## config.mk

```make
export PLATFORM = sky130hd
export DESIGN_NAME = rename_tag_allocator_flat
export DESIGN_NICKNAME = d
export VERILOG_FILES = /design/src/rtl/rename_tag_allocator_pkg.sv /design/src/rtl/rename_tag_allocator_if.sv /design/src/rtl/rename_free_fifo.sv /design/src/rtl/rename_tag_allocator.sv /design/src/flat_wrapper.sv
export SDC_FILE = /design/constraint.sdc
export NUM_CORES = 1
export LEC_CHECK = 0
export ABC_CLOCK_PERIOD_IN_PS = 3800
export BUFFER_PORTS_ARGS = -buffer_cell sky130_fd_sc_hd__buf_2
export CORE_ASPECT_RATIO = 1.2
export CORE_UTILIZATION = 58
export DETAILED_ROUTE_END_ITERATION = 6
export PLACE_DENSITY = 0.77
export SETUP_SLACK_MARGIN = 0.1
export SYNTH_ARGS = -nofsm -noshare
export SYNTH_HDL_FRONTEND = slang
export SYNTH_SLANG_ARGS = --single-unit
```

## constraint.sdc

```tcl
create_clock -name i_clock -period 3.8 [get_ports i_clock]
set_clock_uncertainty 0.15 [all_clocks]
set_input_delay 0.38 -clock i_clock [delete_from_list [all_inputs] [get_ports i_clock]]
set_output_delay 0.38 -clock i_clock [all_outputs]
set_load 0.005 [all_outputs]
```

## src/rtl/rename_tag_allocator_pkg.sv

```systemverilog
// rtl/rename_tag_allocator_pkg.sv - shared types and helpers for the rename tag allocator
// Tag 0 means "no rename" and is never placed in the free list.
package rename_tag_allocator_pkg;

  localparam int TAG_WIDTH = 6;
  localparam int NUM_TAGS  = 1 << TAG_WIDTH;

  typedef logic [TAG_WIDTH-1:0] rename_tag_t;
  // Free-list pointers carry one extra wrap bit so full and empty differ.
  typedef logic [TAG_WIDTH:0]   ptr_t;
  typedef logic [NUM_TAGS-1:0]  tag_map_t;

  localparam rename_tag_t TAG_NONE = '0;

  function automatic logic [1:0] popcount2(input logic [1:0] v);
    return {1'b0, v[0]} + {1'b0, v[1]};
  endfunction

  // One-hot map bit for a tag; TAG_NONE maps to nothing.
  function automatic tag_map_t tag_mask(input rename_tag_t t);
    return (tag_map_t'(1) << t) & ~tag_map_t'(1);
  endfunction

endpackage

```

## src/rtl/rename_tag_allocator_if.sv

```systemverilog
// rtl/rename_tag_allocator_if.sv - allocation, free and checkpoint signals of the rename tag allocator
// master: resolver/commit side (drives i_*), slave: allocator (drives o_*).
//   i_halt, i_alloc_req[1:0]          allocation request per slot, halt suppresses all grants
//   o_alloc_tag[1:0], o_alloc_ok      offered tags and pair grant
//   o_stall                           requests pending but not granted
//   i_free_valid[1:0], i_free_tag     tags returned by commit
//   i_checkpoint, i_ckpt_release, i_rollback, o_ckpt_active
//   o_free_count, o_panic
interface rename_tag_allocator_if;
  import rename_tag_allocator_pkg::*;

  logic              i_halt;
  logic [1:0]        i_alloc_req;
  rename_tag_t [1:0] o_alloc_tag;
  logic              o_alloc_ok;
  logic              o_stall;
  logic [1:0]        i_free_valid;
  rename_tag_t [1:0] i_free_tag;
  logic              i_checkpoint;
  logic              i_ckpt_release;
  logic              i_rollback;
  logic              o_ckpt_active;
  rename_tag_t       o_free_count;
  logic              o_panic;

  modport master (
    output i_halt, i_alloc_req, i_free_valid, i_free_tag,
           i_checkpoint, i_ckpt_release, i_rollback,
    input  o_alloc_tag, o_alloc_ok, o_stall, o_ckpt_active, o_free_count, o_panic
  );

  modport slave (
    input  i_halt, i_alloc_req, i_free_valid, i_free_tag,
           i_checkpoint, i_ckpt_release, i_rollback,
    output o_alloc_tag, o_alloc_ok, o_stall, o_ckpt_active, o_free_count, o_panic
  );

endinterface

```

## src/rtl/rename_free_fifo.sv

```systemverilog
// rtl/rename_free_fifo.sv - 2-read/2-write circular free list of rename tags
// Ports: i_clock, i_reset (async, active-low)
//   rd_count    tags consumed from the head this cycle (0..2)
//   rd_load     replace rptr with rd_load_ptr (checkpoint restore)
//   wr_en/wr_tag returned tags; enabled ports are packed at wptr, port 0 first
//   rd_tag      entries[rptr], entries[rptr+1]
//   rptr/wptr   pointers with wrap bit
module rename_free_fifo
  import rename_tag_allocator_pkg::*;
(
  input  logic              i_clock,
  input  logic              i_reset,
  input  logic [1:0]        rd_count,
  input  logic              rd_load,
  input  ptr_t              rd_load_ptr,
  input  logic [1:0]        wr_en,
  input  rename_tag_t [1:0] wr_tag,
  output rename_tag_t [1:0] rd_tag,
  output ptr_t              rptr,
  output ptr_t              wptr
);

  typedef logic [TAG_WIDTH-1:0] idx_t;

  rename_tag_t entries [NUM_TAGS];
  idx_t        ridx;
  idx_t        widx;

  assign ridx      = rptr[TAG_WIDTH-1:0];
  assign widx      = wptr[TAG_WIDTH-1:0];
  assign rd_tag[0] = entries[ridx];
  assign rd_tag[1] = entries[ridx + idx_t'(1)];

  always_ff @(posedge i_clock or negedge i_reset) begin
    if (!i_reset) begin
      // Entry i holds tag i+1; the last entry wraps to 0 and sits outside the free region.
      for (int i = 0; i < NUM_TAGS; i++) entries[i] <= rename_tag_t'(i + 1);
      rptr <= '0;
      wptr <= ptr_t'(NUM_TAGS - 1);
    end else begin
      if (wr_en[0]) entries[widx] <= wr_tag[0];
      if (wr_en[1]) entries[widx + idx_t'(wr_en[0])] <= wr_tag[1];
      rptr <= rd_load ? rd_load_ptr : rptr + ptr_t'(rd_count);
      wptr <= wptr + ptr_t'(popcount2(wr_en));
    end
  end

endmodule

```

## src/rtl/rename_tag_allocator.sv

```systemverilog
// rtl/rename_tag_allocator.sv - dual-issue rename tag free-list scheduler with one branch checkpoint
// Ports: i_clock, i_reset (async, active-low), bus (rename_tag_allocator_if.slave).
// Optional macro RENAME_FREE_CHECK_EN: track allocated tags, drop illegal frees and raise sticky o_panic.
module rename_tag_allocator
  import rename_tag_allocator_pkg::*;
(
  input logic                   i_clock,
  input logic                   i_reset,
  rename_tag_allocator_if.slave bus
);

  logic [1:0]        req;
  logic [1:0]        req_n;
  logic [1:0]        grant_n;
  logic              alloc_ok;
  rename_tag_t [1:0] head;
  rename_tag_t [1:0] alloc_tag;
  ptr_t              rptr;
  ptr_t              wptr;
  ptr_t              rptr_next;
  ptr_t              count;
  ptr_t              snap_rptr;
  logic              ckpt_active;
  logic              do_rollback;
  logic              take_ckpt;
  logic [1:0]        free_en;

  assign req     = bus.i_alloc_req;
  assign req_n   = popcount2(req);
  // Free count is the pointer distance, so a restore of rptr recomputes it for free.
  assign count   = wptr - rptr;
  assign alloc_ok  = !bus.i_halt && !bus.i_rollback && (count >= ptr_t'(req_n));
  assign grant_n   = alloc_ok ? req_n : 2'd0;
  assign rptr_next = rptr + ptr_t'(grant_n);

  assign alloc_tag[0] = (alloc_ok && req[0]) ? head[0] : TAG_NONE;
  assign alloc_tag[1] = (alloc_ok && req[1]) ? (req[0] ? head[1] : head[0]) : TAG_NONE;

  assign bus.o_alloc_tag   = alloc_tag;
  assign bus.o_alloc_ok    = alloc_ok;
  assign bus.o_stall       = (req_n != 2'd0) && !alloc_ok;
  assign bus.o_free_count  = count[TAG_WIDTH-1:0];
  assign bus.o_ckpt_active = ckpt_active;

  assign do_rollback = bus.i_rollback && ckpt_active;
  // A release in the same cycle frees the slot for the new snapshot.
  assign take_ckpt   = bus.i_checkpoint && (!ckpt_active || bus.i_ckpt_release) && !do_rollback;

  rename_free_fifo u_free_fifo (
    .i_clock     (i_clock),
    .i_reset     (i_reset),
    .rd_count    (grant_n),
    .rd_load     (do_rollback),
    .rd_load_ptr (snap_rptr),
    .wr_en       (free_en),
    .wr_tag      (bus.i_free_tag),
    .rd_tag      (head),
    .rptr        (rptr),
    .wptr        (wptr)
  );

  always_ff @(posedge i_clock or negedge i_reset) begin
    if (!i_reset) begin
      ckpt_active <= 1'b0;
      snap_rptr   <= '0;
    end else if (do_rollback) begin
      ckpt_active <= 1'b0;
    end else if (take_ckpt) begin
      ckpt_active <= 1'b1;
      snap_rptr   <= rptr_next;
    end else if (bus.i_ckpt_release) begin
      ckpt_active <= 1'b0;
    end
  end

`ifdef RENAME_FREE_CHECK_EN
  tag_map_t live_map;
  tag_map_t snap_map;
  tag_map_t alloc_mask;
  tag_map_t free_mask;
  tag_map_t live_after;
  logic     panic;

  // A duplicate on port 1 is dropped even when port 0 was itself illegal.
  always_comb begin
    free_en    = 2'b00;
    free_en[0] = bus.i_free_valid[0] && (bus.i_free_tag[0] != TAG_NONE)
                 && live_map[bus.i_free_tag[0]];
    free_en[1] = bus.i_free_valid[1] && (bus.i_free_tag[1] != TAG_NONE)
                 && live_map[bus.i_free_tag[1]]
                 && !(bus.i_free_valid[0] && (bus.i_free_tag[1] == bus.i_free_tag[0]));
  end

  assign alloc_mask = tag_mask(alloc_tag[0]) | tag_mask(alloc_tag[1]);
  assign free_mask  = (free_en[0] ? tag_mask(bus.i_free_tag[0]) : '0)
                    | (free_en[1] ? tag_mask(bus.i_free_tag[1]) : '0);
  assign live_after = (live_map | alloc_mask) & ~free_mask;

  always_ff @(posedge i_clock or negedge i_reset) begin
    if (!i_reset) begin
      live_map <= '0;
      snap_map <= '0;
      panic    <= 1'b0;
    end else begin
      live_map <= do_rollback ? (snap_map & ~free_mask) : live_after;
      snap_map <= take_ckpt ? live_after : (snap_map & ~free_mask);
      panic    <= panic | (|(bus.i_free_valid & ~free_en));
    end
  end

  assign bus.o_panic = panic;
`else
  assign free_en     = bus.i_free_valid;
  assign bus.o_panic = 1'b0;
`endif

endmodule

```

## src/flat_wrapper.sv

```systemverilog
// flat-port wrapper written by rule: the top's interface ports become plain ports
module rename_tag_allocator_flat import rename_tag_allocator_pkg::*;
  (i_clock, i_reset, bus_i_halt, bus_i_alloc_req, bus_i_free_valid, bus_i_free_tag, bus_i_checkpoint, bus_i_ckpt_release, bus_i_rollback, bus_o_alloc_tag, bus_o_alloc_ok, bus_o_stall, bus_o_ckpt_active, bus_o_free_count, bus_o_panic);
  rename_tag_allocator_if bus_i ();
  input logic i_clock;
  input logic i_reset;
  input wire logic [$bits(bus_i.i_halt)-1:0] bus_i_halt;
  input wire logic [$bits(bus_i.i_alloc_req)-1:0] bus_i_alloc_req;
  input wire logic [$bits(bus_i.i_free_valid)-1:0] bus_i_free_valid;
  input wire logic [$bits(bus_i.i_free_tag)-1:0] bus_i_free_tag;
  input wire logic [$bits(bus_i.i_checkpoint)-1:0] bus_i_checkpoint;
  input wire logic [$bits(bus_i.i_ckpt_release)-1:0] bus_i_ckpt_release;
  input wire logic [$bits(bus_i.i_rollback)-1:0] bus_i_rollback;
  output wire logic [$bits(bus_i.o_alloc_tag)-1:0] bus_o_alloc_tag;
  output wire logic [$bits(bus_i.o_alloc_ok)-1:0] bus_o_alloc_ok;
  output wire logic [$bits(bus_i.o_stall)-1:0] bus_o_stall;
  output wire logic [$bits(bus_i.o_ckpt_active)-1:0] bus_o_ckpt_active;
  output wire logic [$bits(bus_i.o_free_count)-1:0] bus_o_free_count;
  output wire logic [$bits(bus_i.o_panic)-1:0] bus_o_panic;
  assign bus_i.i_halt = bus_i_halt;
  assign bus_i.i_alloc_req = bus_i_alloc_req;
  assign bus_i.i_free_valid = bus_i_free_valid;
  assign bus_i.i_free_tag = bus_i_free_tag;
  assign bus_i.i_checkpoint = bus_i_checkpoint;
  assign bus_i.i_ckpt_release = bus_i_ckpt_release;
  assign bus_i.i_rollback = bus_i_rollback;
  assign bus_o_alloc_tag = bus_i.o_alloc_tag;
  assign bus_o_alloc_ok = bus_i.o_alloc_ok;
  assign bus_o_stall = bus_i.o_stall;
  assign bus_o_ckpt_active = bus_i.o_ckpt_active;
  assign bus_o_free_count = bus_i.o_free_count;
  assign bus_o_panic = bus_i.o_panic;
  rename_tag_allocator u_core (.i_clock(i_clock), .i_reset(i_reset), .bus(bus_i));
endmodule
```

* Word-level counts from Yosys, hierarchy flattened
Index checks and enable logic that the tools add are counted.
** Storage, ports and cells
- Flip-flop bits (word level) :: 406
- Bits of input ports :: 22
** Operators by class
- Add/subtract/negate cells :: 7
- $lt $le $gt $ge :: 7
- Mux-type cells :: 22
- Bitwise operators :: 5
- Reductions and logical operators :: 19
** Operator list (number)
- 384-bit bitwise mux :: 2
- 384-bit two-way mux :: 2
- 6-bit binary-select mux with 6-bit select :: 2
- 6-bit demux with 6-bit select :: 2
- 6-bit two-way mux :: 9
- 7-bit greater-or-equal comparator, second input constant :: 4
- 6-bit inverter with 7-bit output :: 4
- 7-bit by 2-bit adder with 7-bit output :: 2
- 7-bit by 1-bit < comparator with 1-bit output, second input constant :: 2
- 1-bit logical AND :: 10
- 7-bit by 2-bit greater-or-equal comparator with 1-bit output :: 1
- 7-bit two-way mux :: 1
- 7-bit subtractor :: 1
- 6-bit by 1-bit adder with 6-bit output :: 1
- 6-bit by 1-bit adder with 6-bit output, second input constant :: 1
- 1-bit zero test :: 5
- 1-bit by 1-bit adder with 2-bit output :: 2
- 1-bit two-way mux :: 3
- 3-bit nonzero test :: 1
- 2-bit two-way mux :: 1
- 2-bit AND reduction :: 1
- 2-bit nonzero test :: 1
- 1-bit logical OR :: 1
- 1-bit inverter :: 1

* Longest topological paths before layout
Gate-level depths: netlist (run 1).
- Depth in word-level cells :: 9
- Gate-level depth with buffers :: 17

* By module
A second synthesis (run 1) with hierarchy kept.
** Unflattened totals
- Cells, all modules :: 2341
- Area, all modules :: 28421.0 um2
** Modules (own cells, without submodules)
- rename_free_fifo :: times used 1, cells each 2205, area each 27312.4 um2, sequential area each 10207.3 um2
- rename_tag_allocator :: times used 1, cells each 136, area each 1108.6 um2, sequential area each 200.2 um2

* Worst setup path before layout (run 1)
Ideal clock, no wire load.
- Path kind :: reg-to-reg
- Start point :: reg u_core.u_free_fifo.rptr[1]
- End point :: reg u_core.snap_rptr[6]
- Setup time :: 0.132 ns
- Arrival time :: 3.796 ns
- Data required time :: 3.518 ns
- Path slack :: -0.278 ns
- Stages on the path, launching flop included :: 17
- Buffers on the path :: 2
- Cells stage by stage :: dfrtp_1 buf_4 inv_2 buf_2 ha_1 nor2b_1 o211a_1 o211a_1 a2111o_1 o31a_1 and2_1 ha_1 fa_1 nand3_1 nor3_1 xnor2_1 o21ai_0
** Between the ends
- Word-level cells in the longest chain between the ends :: 5
** RTL lines
- start: declaration :: RTL line rename_free_fifo.sv:19 : output ptr_t rptr,
- start signal: assignment :: RTL line rename_free_fifo.sv:43 : rptr <= rd_load ? rd_load_ptr : rptr + ptr_t'(rd_count);
- 7-bit subtractor :: RTL line rename_tag_allocator.sv:31 : assign count = wptr - rptr;
- named net bus_o_free_count[5] :: RTL line flat_wrapper.sv:18 : output wire logic [$bits(bus_i.o_free_count)-1:0] bus_o_free_count;
- 7-bit by 2-bit greater-or-equal comparator with 1-bit output :: RTL line rename_tag_allocator.sv:32 : assign alloc_ok = !bus.i_halt && !bus.i_rollback && (count >= ptr_t'(req_n));
- 1-bit logical AND :: RTL line rename_tag_allocator.sv:32
- named net bus_o_alloc_ok :: RTL line flat_wrapper.sv:15 : output wire logic [$bits(bus_i.o_alloc_ok)-1:0] bus_o_alloc_ok;
- 2-bit two-way mux :: RTL line rename_tag_allocator.sv:33 : assign grant_n = alloc_ok ? req_n : 2'd0;
- 7-bit by 2-bit adder with 7-bit output :: RTL line rename_tag_allocator.sv:34 : assign rptr_next = rptr + ptr_t'(grant_n);
- end signal: assignment :: RTL line rename_tag_allocator.sv:70 : snap_rptr <= rptr_next;
- end: declaration :: RTL line rename_tag_allocator.sv:22 : ptr_t snap_rptr;
The timed path passes the listed nets, and every way through them passes these cells.
A chain may end at the register's enable or synchronous reset.

* Worst setup path in the final report (run 1)
- Start point :: reg u_core.u_free_fifo.rptr[2]
- End point :: out bus_o_alloc_tag[6]
** Between the ends
- Word-level cells in the longest chain between the ends :: 7
- Elaborated cells between the ends (all ways) :: 15
- Classes of those cells :: add/sub: 2; order compare: 1; mux: 8; bitwise: 2; reduce/logical: 2
** RTL lines
- 6-bit by 1-bit adder with 6-bit output :: RTL line rename_free_fifo.sv:32 : assign rd_tag[1] = entries[ridx + idx_t'(1)];
- 6-bit inverter with 7-bit output (not written as such) :: RTL line rename_free_fifo.sv:32
- 6-bit binary-select mux with 6-bit select :: RTL line rename_free_fifo.sv:32
- 6-bit two-way mux (not written as such) (2 in series) :: RTL line rename_free_fifo.sv:32
- 6-bit two-way mux :: RTL line rename_tag_allocator.sv:37 : assign alloc_tag[1] = (alloc_ok && req[1]) ? (req[0] ? head[1] : head[0]) : TAG_NONE;
- 6-bit two-way mux (*) :: RTL line rename_tag_allocator.sv:37
- end: declaration :: RTL line flat_wrapper.sv:14 : output wire logic [$bits(bus_i.o_alloc_tag)-1:0] bus_o_alloc_tag;
Every way passes the cells marked *; elsewhere a longest branch is shown, timed or not. The select of a mux whose other input is x is not followed.

==> flow_metrics.env, run 1 <==
export IMPL_ys_seq_area_share_pct=37.3
export IMPL_drt_drc_violations_left=0
export IMPL_p_leak_nw=13.1
export IMPL_cts_sinks=406
export IMPL_yosysTopAreaCell="mux2_2"
export IMPL_dr_pass1_iters=6
export IMPL_final_cell_area_um2=31600
export IMPL_synth_area_per_cell_um2=13.3
export IMPL_wl_per_cell_um=31.0
export IMPL_coreArea_um2=47200
export IMPL_grt_pass1_wl_um=132000
export IMPL_fp_dieW_um=202
export IMPL_ant_nets=0
export IMPL_drive_gt1_share_pct=60.0
export IMPL_first_global_vias=20557
export IMPL_yosys_warnings=0
export IMPL_die_h_um=242
export IMPL_gp_congestion=1.03
export IMPL_crit_fanout=6
export IMPL_status="finished with violations"
export IMPL_crit_required_ns=3.27
export IMPL_nFillCells=3305
export IMPL_htreeDepth=2
export IMPL_powerDensity_nw_per_um2=980
export IMPL_start_util_pct=59.1
export IMPL_drt_iter0_drc=2025
export IMPL_final_util_pct=66.8
export IMPL_synth_area_leaders="mux2_2 24%, dfrtp_1 19%, dfstp_2 19%"
export IMPL_max_stage_delay_ns=0.60
export IMPL_slew_violations=0
export IMPL_drt_wl_total_um=88100
export IMPL_n_antenna_cell=0
export IMPL_synthFlopType="dfrtp_1"
export IMPL_die_area_um2=49000
export IMPL_yosysMostFrequentCell="mux2_2"
export IMPL_path_cells="inv_1 > ha_1 > nor2b_1 > o31a_1 > nor2_1 > mux2i_1 > o311ai_4 > buf_6 > nor4_2 > buf_2"
export IMPL_fin_total_pwr_w=0.0309
export IMPL_multiInputGateArea_um2=16900
export IMPL_grt_antenna_before_repair=0
export IMPL_timing_final_ws_setup_ns=-0.406
export IMPL_min_delay_path_class="input port to flip-flop"
export IMPL_dp_hpwl_um=59700
export IMPL_track_usage_pct=36.3
export IMPL_synth_common_cells="591 x mux2_2, 208 x dfrtp_1, 205 x mux4_2, 198 x dfstp_2, 187 x mux2_1"
export IMPL_place_port_buffers=42
export IMPL_fin_crit_ns=4.21
export IMPL_fin_nets=2225
export IMPL_gr_total_overflow=0
export IMPL_cts_buffers=43
export IMPL_finalSetupViolCount=13
export IMPL_cp_start_kind="flip-flop"
export IMPL_worst_path_buf_inv=3
export IMPL_clkTransAtPathRegs_ns=0.07
export IMPL_async_reset_ff_share_pct=100
export IMPL_clock_path_buffers=3
export IMPL_synth_distinct_cells=64
export IMPL_slowest_stage="mux2i_1"
export IMPL_dpl_instance_area_um2=29300
export IMPL_tightest_slew_ns=1.36
export IMPL_netlist_area_um2=27900
export IMPL_area_delta_synth_final_pct=13.1
export IMPL_critPathArrivalTime_ns=3.68
export IMPL_worstSetupEndpointType="output port"
export IMPL_max_vdd_ir_drop_mv=0.520
export IMPL_maxSlewHeadroom_pct=9.19
export IMPL_fin_setup_tns_ns=-3.42
export IMPL_cap_violations=0
export IMPL_finalHoldViolCount=0
export IMPL_grt_max_degree=99
export IMPL_rsz0062_at_grt="true"
export IMPL_vias_per_cell=7.07
export IMPL_synth_top_area_share_pct=23.8
export IMPL_ioPinCount=44
export IMPL_synth_seq_cells=406
export IMPL_cts_tree="yes"
export IMPL_syn_nets=2144
export IMPL_insertion_delay_ns=0.60
export IMPL_synth_edf_count=0
export IMPL_post_route_period_util_pct=111
export IMPL_criticalPathCategory="flip-flop to output port"
export IMPL_fmax_ghz=0.238
export IMPL_synth_cells=2103
export IMPL_num_vias=20090
export IMPL_cp_top_family="simple AND/OR/NAND/NOR gates"
export IMPL_placementRows=87
export IMPL_cts_root_buffer="clkbuf_16"
export IMPL_violations="setup timing"
export IMPL_final_seq_area_um2=10400
worst register-to-register path: cells and delay by family (launching register included):
family | cells | cell delay (ns)
AND/OR/NAND/NOR | 5 | 0.76
AO/OA/AOI/OAI | 3 | 0.46
XOR/XNOR | 1 | 0.19
flip-flops | 1 | 0.54
buffers and inverters | 2 | 0.10
adder cells (fa/ha/maj) | 5 | 1.46
kinds of logic (layout without fill, tap and decap cells):
kind of cell / after synthesis / count (layout) / share of synthesized area (%)
other: 1 / 1 / 0.0134
xor gates and xnor gates: 18 / 18 / 0.632
and+or+nand+nor: 345 / 345 / 5.58
DFF: 406 / 406 / 37.3
adders and majority gates: 19 / 19 / 0.932
muxes: 1026 / 1026 / 49.7
buffers and inverters: 185 / 300 / 3.24
AOI/OAI and AO/OA: 103 / 103 / 2.60
sequential cells by signal, summed over array words and instances, names as in the netlist:
name                        count
u_core.bus.o_ckpt_active        1
u_core.u_free_fifo.rptr         7
u_core.u_free_fifo.entries    384
u_core.u_free_fifo.wptr         7
u_core.snap_rptr                7
stage by stage:
stage          hold WS, ns  std cells  setup slack, ns
2_1_floorplan      -0.0656       2103           0.0238
3_5_place_dp         0.322       2732          -0.0216
5_1_grt              0.157       2841           -0.434
4_1_cts             0.0868       2840           -0.356
3_3_place_gp         0.313       2732           0.0381
6_report            0.0897       2841           -0.406
repair_timing:
| action | 4_1_cts | 5_1_grt |
|---|---|---|
| hold endpoints to repair | 47 | 0 |
| pin swaps | 23 | 15 |
| hold buffers | 3 | 0 |
| cloned | 7 | 1 |
| setup endpoints to repair | 22 | 26 |
| setup buffers | 22 | 0 |
| resized for setup | 39 | 28 |
layer usage:
layer  track usage (%)  vias up  wire length, µm
met2              57.6     1186            41800
met3              7.60      279             7990
met5            0.0992        -                0
met4              20.4        0             5530
li1                  -     8157                -
met1              46.4    10468            32800
where the power goes:
| part | leakage, nW | switching (W) | total [W] | internal (W) |
|---|---|---|---|---|
| logic | 7.63 | 0.00835 | 0.0180 | 0.00962 |
| registers | 4.71 | 0.00167 | 0.00850 | 0.00683 |
| clock network | 0.722 | 0.00185 | 0.00447 | 0.00262 |
path summary, 6_finish.rpt:
check                                                          start                                         to  slack (ns)  depth (start not counted)
worst max-delay path            u_core.u_free_fifo.rptr[2]$_DFF_PN0_                         bus_o_alloc_tag[6]       -0.41                         10
worst min-delay path                             bus_i_free_valid[1]       u_core.u_free_fifo.wptr[0]$_DFF_PN1_        0.09                          4
worst max register to register  u_core.u_free_fifo.wptr[0]$_DFF_PN1_       u_core.u_free_fifo.rptr[6]$_DFF_PN0_        0.04                         16
worst min register to register       u_core.snap_rptr[5]$_DFFE_PN0P_            u_core.snap_rptr[5]$_DFFE_PN0P_        0.34                          2
max in group asynchronous                                    i_reset  u_core.u_free_fifo.entries[295]$_DFF_PN1_        2.12                          3
min in group asynchronous                                    i_reset  u_core.u_free_fifo.entries[227]$_DFF_PN0_        0.26                          2
cells in the final DEF (no fill, tap or decap), types with 36 or more instances in the layout:
cell / netlist / final
mux4_2: 205 / 207
clkbuf_16: 0 / 46
mux2_2: 591 / 591
mux2i_1: 38 / 36
nand2_1: 140 / 139
nor2_1: 92 / 92
buf_4: 20 / 110
mux2_1: 187 / 187
dfstp_2: 198 / 198
buf_2: 25 / 40
dfrtp_1: 208 / 204
layout make-up:
cell class / instances / share of cell area [%]
inverters: 21 / 0.265
multi-input cells: 1512 / 53.4
clock inverters: 12 / 0.507
well taps: 623 / 2.47
repair buffers: 200 / 6.28
clock buffers: 67 / 4.11
flip-flops and latches: 406 / 33.0
Note: power is estimated with default switching activity, not from simulation.
==> run 2: changes to the inputs <==
--- a/config.mk
+++ b/config.mk
@@ -8,6 +8,7 @@
 export ABC_CLOCK_PERIOD_IN_PS = 3800
 export BUFFER_PORTS_ARGS = -buffer_cell sky130_fd_sc_hd__buf_2
 export CORE_ASPECT_RATIO = 1.2
+export CORE_MARGIN = 2
 export CORE_UTILIZATION = 58
 export DETAILED_ROUTE_END_ITERATION = 6
 export PLACE_DENSITY = 0.77
==> run 2 against run 1 <==
Effect of this change:
- the flow still finishes with violations (setup timing)
- sequential cell count unchanged
- via count up 0.40%
- largest cell class unchanged
- non-clock buffer count shrank 22
- sequential share of layout area grew 0.25 points
- largest power group unchanged
- sequential power is 1% higher
- die area grew 1.8%
- power fell by 2.1%
- core utilization shrank 1.3 points
==> flow_metrics.env, run 2 (synthesized netlist as in run 1, its figures left out) <==
export IMPL_status="finished with violations"
export IMPL_violations="setup timing"
export IMPL_coreArea_um2=47800
export IMPL_clkTransAtPathRegs_ns=0.06
export IMPL_p_int_w=0.0186
export IMPL_timing_rr_start="u_core.u_free_fifo.wptr[0]$_DFF_PN1_"
export IMPL_power_frac_comb_pct=57.5
export IMPL_die_h_um=244
export IMPL_crit_fanout=6
export IMPL_htreeDepth=2
export IMPL_area_delta_synth_final_pct=12.2
export IMPL_cts_buffers=43
export IMPL_dr_pass1_iters=7
export IMPL_cts_sinks=406
export IMPL_fmax_ghz=0.243
export IMPL_holdPathStages=4
export IMPL_wl_met3_um=9250
export IMPL_vias_per_cell=7.13
export IMPL_fin_setup_tns_ns=-2.34
export IMPL_die_area_um2=49900
export IMPL_switching_share_pct=38.7
export IMPL_slowest_stage="mux4_2"
export IMPL_final_util_pct=65.6
export IMPL_fin_total_pwr_w=0.0303
export IMPL_rsz0062_at_grt="true"
export IMPL_place_port_buffers=42
export IMPL_met1_length_um=32700
export IMPL_ioPinCount=44
export IMPL_drt_iter0_drc=2401
export IMPL_wl_met2_um=41000
export IMPL_tightest_slew_ns=1.22
export IMPL_nFillCells=3307
export IMPL_drive_gt1_share_pct=59.9
export IMPL_insertion_delay_ns=0.58
export IMPL_layout_cells_non_filler=2827
export IMPL_cp_start_kind="flip-flop"
export IMPL_clkPwrFrac_pct=14.1
export IMPL_slew_violations=0
export IMPL_timing_final_ws_setup_ns=-0.318
export IMPL_placed_cells=2716
export IMPL_gp_congestion=1.01
export IMPL_max_vdd_ir_drop_mv=0.585
export IMPL_fin_nets=2203
export IMPL_hp_start="bus_i_free_valid[0]"
export IMPL_drt_drc_violations_left=0
export IMPL_finalSetupViolCount=14
export IMPL_p_leak_nw=12.9
export IMPL_grt_antenna_before_repair=3
export IMPL_critPathArrivalTime_ns=3.59
export IMPL_path_cells="buf_8 > ha_4 > buf_12 > buf_12 > buf_16 > mux4_2 > mux4_2 > a211oi_4 > nor4_4 > buf_2"
export IMPL_reg2reg_to="u_core.u_free_fifo.rptr[6]$_DFF_PN0_"
export IMPL_first_global_vias=20684
export IMPL_post_route_period_util_pct=108
export IMPL_grt_pass1_wl_um=133000
export IMPL_criticalPathCategory="flip-flop to output port"
export IMPL_top_layer="met5"
export IMPL_dp_hpwl_um=60200
export IMPL_wl_per_cell_um=31.4
export IMPL_regMostFlops="u_core.u_free_fifo.entries"
export IMPL_min_delay_path_class="input port to flip-flop"
export IMPL_powerDensity_nw_per_um2=966
export IMPL_fin_crit_ns=4.12
export IMPL_final_common_cell="mux2_2"
export IMPL_seq_power_share_pct=28.4
export IMPL_drt_wl_total_um=88700
export IMPL_min_to="u_core.u_free_fifo.wptr[0]$_DFF_PN1_"
export IMPL_reg2reg_depth=16
export IMPL_finalHoldViolCount=0
export IMPL_power_switching_w=0.0117
export IMPL_crit_required_ns=3.27
export IMPL_placementRows=88
export IMPL_gr_total_overflow=0
export IMPL_largest_reg_flops=384
export IMPL_start_util_pct=58.4
export IMPL_max_stage_delay_ns=0.56
export IMPL_track_usage_pct=35.9
export IMPL_clock_path_buffers=3
export IMPL_fp_dieW_um=204
export IMPL_rrSetupSlack_ns=-0.02
export IMPL_cts_tree="yes"
export IMPL_grt_max_degree=100
export IMPL_cap_violations=0
export IMPL_num_vias=20170
export IMPL_final_cell_mix="591 x mux2_2, 206 x mux4_2, 204 x dfrtp_1"
export IMPL_cts_root_buffer="clkbuf_16"
export IMPL_maxSlewHeadroom_pct=18.6
export IMPL_worstSetupEndpointType="output port"
export IMPL_ant_nets=0
-- run 2: final cells by class --
| cell class | instances | area (µm²) | share of cell area (%) |
|---|---|---|---|
| multi-input combinational | 1512 | 16900 | 53.9 |
| clock inverter | 15 | 108 | 0.343 |
| timing repair buffer | 178 | 1740 | 5.56 |
| inverter | 21 | 83.8 | 0.267 |
| sequential | 406 | 10400 | 33.2 |
| antenna | 1 | 2.50 | 0.00798 |
| tap | 630 | 788 | 2.51 |
| clock buffer | 64 | 1300 | 4.14 |
-- run 2: critical path, delay by kind of cell, from the launching register on --
kind                       cells  cell delay (ns)
muxes                          2             1.07
buffers and inverters          5             0.67
DFF                            1             0.48
AOI/OAI and AO/OA              1             0.39
adders and majority gates      1             0.31
and+or+nand+nor                1             0.08
-- run 2: worst max path at each step --
stage                     slack (ns)  cells after the start                                  from                         endpoint
after floorplan                 0.02                     16  u_core.u_free_fifo.wptr[1]$_DFF_PN1_  u_core.snap_rptr[6]$_DFFE_PN0P_
after global placement         -0.02                     15  u_core.u_free_fifo.wptr[0]$_DFF_PN1_  u_core.snap_rptr[2]$_DFFE_PN0P_
after detailed placement       -0.05                     16  u_core.u_free_fifo.wptr[0]$_DFF_PN1_  u_core.snap_rptr[6]$_DFFE_PN0P_
after CTS                      -0.28                     11  u_core.u_free_fifo.rptr[0]$_DFF_PN0_              bus_o_alloc_tag[10]
after global routing           -0.34                     11  u_core.u_free_fifo.rptr[0]$_DFF_PN0_              bus_o_alloc_tag[10]
final                          -0.32                     10  u_core.u_free_fifo.rptr[0]$_DFF_PN0_               bus_o_alloc_tag[8]
-- run 2: power by group through the flow --
stage	clock (W)	sequential, W	combinational (W)
6_report	0.00428	0.00859	0.0174
5_1_grt	0.00448	0.00871	0.0182
4_1_cts	0.00431	0.00843	0.0168
3_5_place_dp	0	0.00848	0.0154
3_3_place_gp	0	0.00830	0.0150
2_1_floorplan	0	0.00767	0.0116
-- run 2: routing by layer --
metal,vias up,global-route usage [%]
li1,8111,-
met1,10413,46.8
met2,1306,55.4
met3,338,8.77
met4,2,19.4
met5,-,0
-- run 2: repair_timing --
action	4_1_cts	5_1_grt
endpoints found under the setup margin	25	26
cloned	7	1
setup buffers	12	8
pin swaps	27	16
gates resized for setup	53	16
hold endpoints to repair	53	0
hold buffers	3	0
-- run 2: stage by stage --
stage	instance area (µm²)	setup WS, ns	hold slack (ns)
CTS	31200	-0.285	0.125
global placement	29100	-0.0212	0.316
finish	31300	-0.318	0.147
global route	31300	-0.338	0.180
floorplan	28000	0.0238	-0.0656
detailed placement	29100	-0.0489	0.332
